<file path="config.mk">
export PLATFORM = sky130hd
export DESIGN_NAME = mem_arbiter
export DESIGN_NICKNAME = d
export VERILOG_FILES = /design/src/rtl/mem_arbiter_pkg.sv /design/src/rtl/mem_arbiter.sv
export SDC_FILE = /design/constraint.sdc
export NUM_CORES = 1
export LEC_CHECK = 0
export BUFFER_PORTS_ARGS = -buffer_cell sky130_fd_sc_hd__buf_4
export CORE_AREA = 2 2 105 107
export CTS_BUF_LIST = sky130_fd_sc_hd__clkbuf_4
export DETAILED_ROUTE_END_ITERATION = 10
export DIE_AREA = 0 0 107 109
export GPL_ROUTABILITY_DRIVEN = 0
export PLACE_DENSITY = 0.52
export SLEW_MARGIN = 20
export SYNTH_ARGS = -nofsm -noshare
export SYNTH_HDL_FRONTEND = slang
export SYNTH_SLANG_ARGS = --single-unit
</file>
<file path="constraint.sdc">
create_clock -name clk -period 1.65 [get_ports clk]
set_clock_uncertainty 0.05 [all_clocks]
set_input_delay 0.33 -clock clk [delete_from_list [all_inputs] [get_ports clk]]
set_output_delay 0.33 -clock clk [all_outputs]
set_load 0.02 [all_outputs]
</file>
<file path="src/rtl/mem_arbiter_pkg.sv">
// Shared core definitions for the fetch/data memory arbiter.
// Owner encoding for in-flight read responses and default widths.
package mem_arbiter_pkg;

  localparam int DW = 32;
  localparam int CW = 3;

  typedef enum logic [1:0] {
    OWN_NONE = 2'd0,
    OWN_I    = 2'd1,
    OWN_D    = 2'd2
  } owner_e;

endpackage

</file>
<file path="src/rtl/mem_arbiter.sv">
// Single-port memory arbiter between fetch and data requesters.
// Data wins by default; a starvation counter forces fetch through.
module mem_arbiter
  import mem_arbiter_pkg::*;
#(
  parameter int STARVE_MAX = 4,
  parameter int AW         = 32
) (
  input  logic          clk,
  input  logic          rst_n,
  input  logic          i_req,
  input  logic [AW-1:0] i_addr,
  output logic          i_gnt,
  output logic          i_rvalid,
  output logic [DW-1:0] i_rdata,
  input  logic          d_req,
  input  logic [AW-1:0] d_addr,
  input  logic          d_wen,
  input  logic [DW-1:0] d_wdata,
  output logic          d_gnt,
  output logic          d_rvalid,
  output logic [DW-1:0] d_rdata,
  output logic          m_en,
  output logic [AW-1:0] m_addr,
  output logic          m_wen,
  output logic [DW-1:0] m_wdata,
  input  logic [DW-1:0] m_rdata
);

  localparam logic [CW-1:0] SMAX = CW'(STARVE_MAX);

  owner_e        own;
  owner_e        own_nxt;
  logic [CW-1:0] cnt;
  logic [CW-1:0] cnt_nxt;
  logic          starve;
  logic          i_g;
  logic          d_g;
  logic          st;

  // Grants are forced low while reset is held.
  always_comb begin
    starve = i_req && (cnt == SMAX);
    d_g    = rst_n && d_req && !starve;
    i_g    = rst_n && i_req && !d_g;
    st     = d_g && d_wen;
  end

  assign i_gnt   = i_g;
  assign d_gnt   = d_g;
  assign m_en    = i_g | d_g;
  assign m_wen   = st;
  assign m_wdata = st ? d_wdata : '0;

  always_comb begin
    m_addr = '0;
    unique case (1'b1)
      d_g:     m_addr = d_addr;
      i_g:     m_addr = i_addr;
      default: m_addr = '0;
    endcase
  end

  always_comb begin
    own_nxt = OWN_NONE;
    unique case (1'b1)
      i_g:          own_nxt = OWN_I;
      d_g && !d_wen: own_nxt = OWN_D;
      default:      own_nxt = OWN_NONE;
    endcase
  end

  always_comb begin
    cnt_nxt = cnt;
    if (!i_req || i_g) begin
      cnt_nxt = '0;
    end else if (d_g && (cnt != '1)) begin
      cnt_nxt = cnt + 1'b1;
    end
  end

  always_ff @(posedge clk or negedge rst_n) begin
    if (!rst_n) begin
      own <= OWN_NONE;
      cnt <= '0;
    end else begin
      own <= own_nxt;
      cnt <= cnt_nxt;
    end
  end

  assign i_rvalid = (own == OWN_I);
  assign d_rvalid = (own == OWN_D);
  assign i_rdata  = i_rvalid ? m_rdata : '0;
  assign d_rdata  = d_rvalid ? m_rdata : '0;

endmodule

</file>
# == Yosys cells after proc, flatten, opt, wreduce, memory -nomap -nowiden ==
# Index checks and enable logic that the tools add are counted.
# word_totals
reg_bits,5
latch_bits,0
ram_bits,0
romBits,0
input_bits,133
out_inout_bits,134
elab_cells,29
n_memories,0
# classes
add_sub_neg,1
multipliers,0
div,0
magnitude_cmp,0
n_eq_ne,4
n_shift,0
muxes,7
n_bitwise,1
n_reduce_logical,14
# op_table
operator,n
$mux W32,3
$pmux W32 S2,1
$logic_and A1 B1 Y1,8
$mux W3,2
$logic_not A1 Y1,4
$pmux W2 S2,1
$add A3 B1 Y3 const B,1
$eq A3 B3 Y1 const B,1
$ne A3 B3 Y1 const B,1
$eq A2 B1 Y1 const B,1
$eq A2 B2 Y1 const B,1
$reduce_bool A2 Y1,1
$logic_or A1 B1 Y1,1
$or A1 B1 Y1,1

# == Longest topological paths before layout ==
# Gate-level depths: netlist of run 1.
# logic_depth
word_depth,8
mapped_depth,7
ltp_nobuf,5

# == Least setup slack after synthesis of run 1 ==
# Ideal clock, no wire load.
# synth_path
kind,register to output
startpoint,register cnt[0]
endpoint,output port m_addr[0]
arrival_ps,1436
required_time_ps,1270
setup_slack_ps,-166
path_stages_with_launch,7
n_path_buf,1
cell_sequence,dfrtp_1 -> inv_1 -> ha_1 -> nand2_1 -> a21oi_2 -> buf_4 -> a22o_1
# synth_via
elab_chain_cells,7
# synth_lines
element,line,rtl
start: declaration,mem_arbiter.sv:34,logic [CW-1:0] cnt;
start signal: assignment,mem_arbiter.sv:88,cnt <= cnt_nxt;
$eq A3 B3 Y1,mem_arbiter.sv:43,starve = i_req && (cnt == SMAX);
$logic_and A1 B1 Y1,mem_arbiter.sv:43,
$logic_not A1 Y1,mem_arbiter.sv:44,d_g = rst_n && d_req && !starve;
$logic_and A1 B1 Y1,mem_arbiter.sv:44,
$logic_not A1 Y1,mem_arbiter.sv:45,i_g = rst_n && i_req && !d_g;
$logic_and A1 B1 Y1,mem_arbiter.sv:45,
named net i_gnt,mem_arbiter.sv:13,"output logic i_gnt,"
$pmux W32 S2,mem_arbiter.sv:57,unique case (1'b1)
end: declaration,mem_arbiter.sv:24,"output logic [AW-1:0] m_addr,"
# The timed path passes the listed nets, and every way through them passes these cells.

# == Final worst setup path of run 1 ==
# layout_path
startpoint,register cnt[0]
endpoint,output port m_addr[10]
# layout_via
elab_chain_cells,7
# layout_lines
element,line
$eq A3 B3 Y1 *,mem_arbiter.sv:43
$logic_and A1 B1 Y1 *,mem_arbiter.sv:43
$logic_not A1 Y1 *,mem_arbiter.sv:44
$logic_and A1 B1 Y1 *,mem_arbiter.sv:44
$logic_not A1 Y1,mem_arbiter.sv:45
$logic_and A1 B1 Y1,mem_arbiter.sv:45
$pmux W32 S2 *,mem_arbiter.sv:57
# Every way passes the cells marked *; elsewhere a longest branch is shown, timed or not.

==> results of run 1 <==
-- kinds of logic after synthesis --
kind of cell,count (synthesis),synth area share (%)
and+or+nand+nor,109,52.2
adders and majority gates,3,2.89
DFF,5,9.62
AOI/OAI and AO/OA,37,24.8
buffers and inverters,19,8.76
muxes,2,1.73
-- report_power, final --
part | switching (mW) | internal [mW] | leakage (nW)
registers | 0.00325 | 0.127 | 0.0682
clock network | 0.0450 | 0.107 | 0.0184
logic | 0.417 | 0.613 | 2.39
total | 0.465 | 0.848 | 2.48
-- stage by stage --
| stage | TNS (ns) | instance area, µm² | total power, mW | cells |
|---|---|---|---|---|
| 3_3_place_gp | -12.47 | 3880 | 0.989 | 581 |
| 5_1_grt | -32.39 | 4690 | 1.39 | 605 |
| 6_report | -22.19 | 4690 | 1.31 | 605 |
| 4_1_cts | -29.26 | 4370 | 1.26 | 595 |
| 2_1_floorplan | -2.97 | 1670 | 0.514 | 175 |
| 3_5_place_dp | -15.09 | 3880 | 0.997 | 581 |
-- state kept, by name (all words and copies together) (netlist names) --
register	count
own	2
cnt	3
-- critical path, cell delays in order (launching register included) --
cell     delay (ns)
dfrtp_1        0.38
inv_2          0.07
ha_4           0.16
nand3_4        0.09
and3_4         0.21
buf_12         0.16
a22o_4         0.21
buf_4          0.15
-- cell usage in the layout, fill, tap and decap left out, types with 2 or more instances in the layout --
cell type  instances
dfrtp_1            5
and2_4            56
clkbuf_4           4
buf_4            194
inv_2              2
and2_2             5
a32o_1             2
nand4_1            2
mux2_2             2
nor2b_4            2
a22o_1             3
buf_16             3
and2_1            35
buf_6             90
buf_12             7
clkbuf_16          3
and4_4             3
a22o_4            29
-- Yosys cell counts --
cell type / number
and2_1: 96
a22o_1: 32
clkbuf_1: 8
dfrtp_1: 5
buf_6: 4
buf_4: 3
ha_1: 3
inv_1: 3
nor2b_1: 3
a32o_1: 2
mux2_2: 2
nand2_1: 2
nand4_1: 2
nor2_1: 2
a21oi_2: 1
a31oi_1: 1
and3_1: 1
and4_1: 1
buf_2: 1
nand2b_1: 1
nand3_2: 1
o21a_1: 1
-- how the worst max path moves through the flow --
stage | from | slack [ns] | endpoint
CTS | cnt[1]$_DFFE_PN0P_ | -0.41 | m_addr[4]
detailed placement | cnt[1]$_DFFE_PN0P_ | -0.35 | m_wdata[21]
global placement | cnt[1]$_DFFE_PN0P_ | -0.26 | m_wdata[4]
finish | cnt[0]$_DFFE_PN0P_ | -0.40 | m_addr[10]
global route | cnt[0]$_DFFE_PN0P_ | -0.47 | m_addr[4]
floorplan | cnt[0]$_DFFE_PN0P_ | -0.07 | m_addr[0]
-- layout make-up --
cell class / instances / area (µm²) / share of cell area, %
clock buffer: 4 / 30.0 / 0.640
inverter: 3 / 11.3 / 0.240
multi-input combinational: 154 / 1560 / 33.2
sequential: 5 / 125 / 2.67
tap: 140 / 175 / 3.73
timing repair buffer: 299 / 2790 / 59.5
-- routing by layer --
layer	GRT usage, %	routed length, µm
met5	0	0
met4	1.67	25
met3	3.23	961
met2	28.4	5210
met1	13.4	3240
-- repair_timing --
| item | 4_1_cts | 5_1_grt |
|---|---|---|
| gates resized for setup | 90 | 61 |
| setup endpoints to repair | 92 | 134 |
| setup buffers | 5 | 5 |
| pin swaps | 14 | 26 |
| hold buffers | 1 | 0 |
| hold endpoints to repair | 5 | 0 |
| gates cloned | 4 | 6 |
==> results.py, run 1 <==
metrics = {
    "status": {
        "status": "complete, but fails checks",
        "violations": "negative setup slack",
    },
    "global_route": {
        "antenna_found_initial": 0,
        "grt_usage_pct": 13.4,
        "grt_pass1_wl_um": 12300,
        "grt_max_degree": 34,
        "first_global_vias": 2357,
        "grt_overflow": 0,
    },
    "min_path": {
        "min_from": "d_wen",
        "whs_path_depth": 2,
        "hold-path-endpoint": "own[1]$_DFF_PN0_",
        "min_path_type": "in2reg",
    },
    "routing": {
        "wl_per_cell_um": 15.6,
        "route.detailed.drc": 0,
        "num_vias": 2475,
        "drt_pass1_iterations": 4,
        "vias_per_cell": 4.09,
        "drt_iter0_markers": 90,
        "ant_nets": 0,
        "finalWirelength_um": 9440,
    },
    "clock_network": {
        "numCtsBuffers": 3,
        "root_buffer": "clkbuf_4",
        "htree_levels": 1,
        "path_clk_slew_ns": 0.04,
        "cts_tree": "built",
        "clk_latency_ns": 0.23,
        "cts_max_path_buffers": 2,
        "cts.sinks": 5,
    },
    "critical_path": {
        "crit_fanout": 14,
        "timing.setup.critical_path_class": "reg2out",
        "crit_path_end_kind": "primary output",
        "ff2ff_path_depth": 5,
        "regToRegEndpoint": "cnt[2]$_DFFE_PN0P_",
        "r2r_setup_slack_ns": 0,
        "critical_path_required_ns": 1.27,
        "start_kind": "flop",
        "cp.arrival_ns": 1.67,
        "rr_startpoint": "cnt[0]$_DFFE_PN0P_",
    },
    "floorplan": {
        "fp-row-count": 38,
        "fp.dieH_um": 109,
        "initial_core_util_pct": 12.3,
        "fp.dieArea_um2": 11700,
        "io_pins": 267,
        "coreArea_um2": 10600,
        "die_w_um": 107,
    },
    "sta": {
        "tightest_slew_ns": 0.242,
        "hold_slack_ns": 0.268,
        "slew_violations": 0,
        "min_period_ns": 2.05,
        "finalCritPeriodShare_pct": 124,
        "rsz0062_at_grt": "true",
        "hold_viol_final": 0,
        "fmax_ghz": 0.488,
        "setup_viol": 102,
        "slew_headroom_pct": 83.9,
        "worst_slack_ns": -0.398,
    },
    "finish": {
        "antenna_cells": 0,
        "fin_util_pct": 44.2,
        "fin_nets": 602,
        "fill_cells": 1030,
        "area_delta_synth_final_pct": 261,
        "layout-drive-gt1-share_pct": 88.0,
    },
    "synth": {
        "yosysTopAreaCell": "and2_1",
        "ys_ff_latch": 5,
        "synth_area_per_cell_um2": 7.43,
        "netlist_area_um2": 1300,
        "syn_nets": 311,
        "syn-instance-count": 175,
        "synth_top_area_share_pct": 46.2,
        "synth-seq-area-share_pct": 9.62,
        "yosys_warnings": 0,
        "netlist-cell-type-count": 22,
        "synth_area_leaders": "and2_1, a22o_1, dfrtp_1, buf_6, ha_1",
    },
    "power_and_ir_drop": {
        "power_leakage_nw": 2.48,
        "ir_drop_mv": 0.237,
        "powerDensity_nw_per_um2": 280,
    },
    "job": {
        "maxCapViolations": 0,
    },
    "placed_design": {
        "io_buffer_count": 266,
        "pre_cts_slack_ns": -0.348,
        "hpwlAfterDp_um": 6620,
    },
}
Note: power is estimated with default switching activity, not from simulation.
==> run 2, diff against run 1 <==
Settings changed: PLACE_DENSITY 0.52 to unset.
==> results.py, run 2 (same netlist as run 1, synthesis figures left out) <==
metrics = {
    "power_and_ir_drop": {
        "ir_drop_mv": 0.218,
        "power_leakage_nw": 2.53,
        "p_sw_mw": 0.477,
        "netSwitchingFraction_pct": 35.5,
        "p_seq_share_pct": 9.7,
        "powerDensity_nw_per_um2": 280,
        "pwr-share-clk_pct": 11.7,
        "combPwrFrac_pct": 78.6,
        "p_int_mw": 0.865,
    },
    "job": {
        "maxCapViolations": 0,
    },
    "global_route": {
        "antenna_found_initial": 0,
        "grt_max_degree": 34,
        "grt_overflow": 0,
        "grt_usage_pct": 12.4,
        "first_global_vias": 2368,
        "grt_pass1_wl_um": 11600,
    },
    "routing": {
        "finalWirelength_um": 9310,
        "route.detailed.drc": 0,
        "ant_nets": 0,
        "wl_per_cell_um": 15.3,
        "vias_per_cell": 4.10,
        "drt_pass1_iterations": 4,
        "num_vias": 2490,
        "drt_iter0_markers": 50,
    },
    "finish": {
        "final_design_area_no_fill_um2": 4800,
        "fin_nets": 604,
        "final_common_cell": "buf_4",
        "antenna_cells": 0,
        "largestRegisters": "cnt x3, own x2",
        "fill_cells": 995,
        "multiInputGateArea_um2": 1550,
        "final_cell_mix": "buf_4, buf_6, and2_4",
        "largest_reg_flops": 3,
        "regArea_um2": 125,
        "layout-drive-gt1-share_pct": 88.7,
        "top_register": "cnt",
        "area_delta_synth_final_pct": 269,
    },
    "min_path": {
        "min_path_type": "in2async",
    },
    "sta": {
        "fmax_ghz": 0.485,
        "tightest_slew_ns": 0.306,
        "hold_viol_final": 0,
        "slew_headroom_pct": 79.6,
        "finalCritPeriodShare_pct": 125,
        "worst_slack_ns": -0.411,
        "min_period_ns": 2.06,
        "rsz0062_at_grt": "true",
        "slew_violations": 0,
        "tns_ns": -26.49,
        "setup_viol": 132,
    },
    "critical_path": {
        "crit_path_start": "cnt[0]$_DFFE_PN0P_",
        "rr_startpoint": "cnt[0]$_DFFE_PN0P_",
        "cp.arrival_ns": 1.68,
        "crit_fanout": 7,
        "critical_path_required_ns": 1.27,
        "timing.setup.critical_path_class": "reg2out",
        "start_kind": "flop",
        "crit_path_end_kind": "primary output",
        "ff2ff_path_depth": 7,
        "r2r_setup_slack_ns": 0.03,
        "regToRegEndpoint": "cnt[2]$_DFFE_PN0P_",
        "endpoint": "m_addr[4]",
    },
    "status": {
        "violations": "negative setup slack",
        "status": "complete, but fails checks",
    },
    "clock_network": {
        "htree_levels": 1,
        "cts_tree": "built",
        "clk_latency_ns": 0.24,
        "root_buffer": "clkbuf_4",
        "path_clk_slew_ns": 0.04,
        "cts_max_path_buffers": 2,
        "numCtsBuffers": 3,
        "cts.sinks": 5,
    },
    "floorplan": {
        "fp.dieH_um": 109,
        "coreArea_um2": 10600,
        "die_w_um": 107,
        "io_pins": 267,
        "fp.dieArea_um2": 11700,
        "initial_core_util_pct": 12.3,
        "fp-row-count": 38,
    },
    "placed_design": {
        "placed_area_um2": 3880,
        "hpwlAfterDp_um": 6570,
        "io_buffer_count": 266,
    },
}
run 2: worst min path at each step:
stage | to | depth (start not counted)
after floorplan | cnt[0]$_DFFE_PN0P_ | 0
after global placement | cnt[0]$_DFFE_PN0P_ | 2
after detailed placement | cnt[0]$_DFFE_PN0P_ | 2
after CTS | own[1]$_DFF_PN0_ | 2
after global routing | cnt[0]$_DFFE_PN0P_ | 3
final | cnt[0]$_DFFE_PN0P_ | 3
run 2: timing repair:
action                                  CTS  global route
pin swaps                                13            45
buffers inserted                          9             5
gates cloned                              3             9
endpoints found under the setup margin  130           134
hold buffers                              1             0
gates resized for setup                  57            98
hold endpoints to repair                  5             0
run 2: cell type report:
type	count	share of cell area, %
clock buffers	4	0.626
inverters	3	0.235
multi-input cells	151	32.3
flip-flops and latches	5	2.61
well taps	140	3.65
repair buffers	304	60.6
run 2: per-layer routing:
layer,wire length [µm],global-route usage (%),vias to the layer above
met4,27,2.32,0
li1,-,-,1184
met2,5270,26.0,160
met5,0,0,-
met3,909,3.23,4
met1,3100,12.0,1142
run 2: power groups by stage:
stage          Combinational [mW]  Clock, mW  Sequential (mW)
6_report                     1.06      0.157            0.130
5_1_grt                      1.11      0.170            0.131
4_1_cts                     0.960      0.166            0.129
3_5_place_dp                0.872          0            0.131
3_3_place_gp                0.864          0            0.131
2_1_floorplan               0.383          0            0.131
run 2: critical path: stages (launching register included):
cell and delay (ns):
dfrtp_1 0.39, inv_2 0.08, ha_4 0.15, nand3_2 0.07, and3_4 0.23, clkbuf_16 0.18, a22o_4 0.22, buf_6 0.13
run 2: per-stage QoR:
stage,hold slack [ns],util [%],power [mW],setup slack (ns),instances
after CTS,0.190,40.7,1.26,-0.481,598
after floorplan,-0.0156,-,0.514,-0.0732,175
after global routing,0.201,45.2,1.41,-0.478,607
after global placement,0.200,36.6,0.994,-0.264,581
final,0.203,45.2,1.34,-0.411,607
after detailed placement,0.203,36.6,1.00,-0.304,581
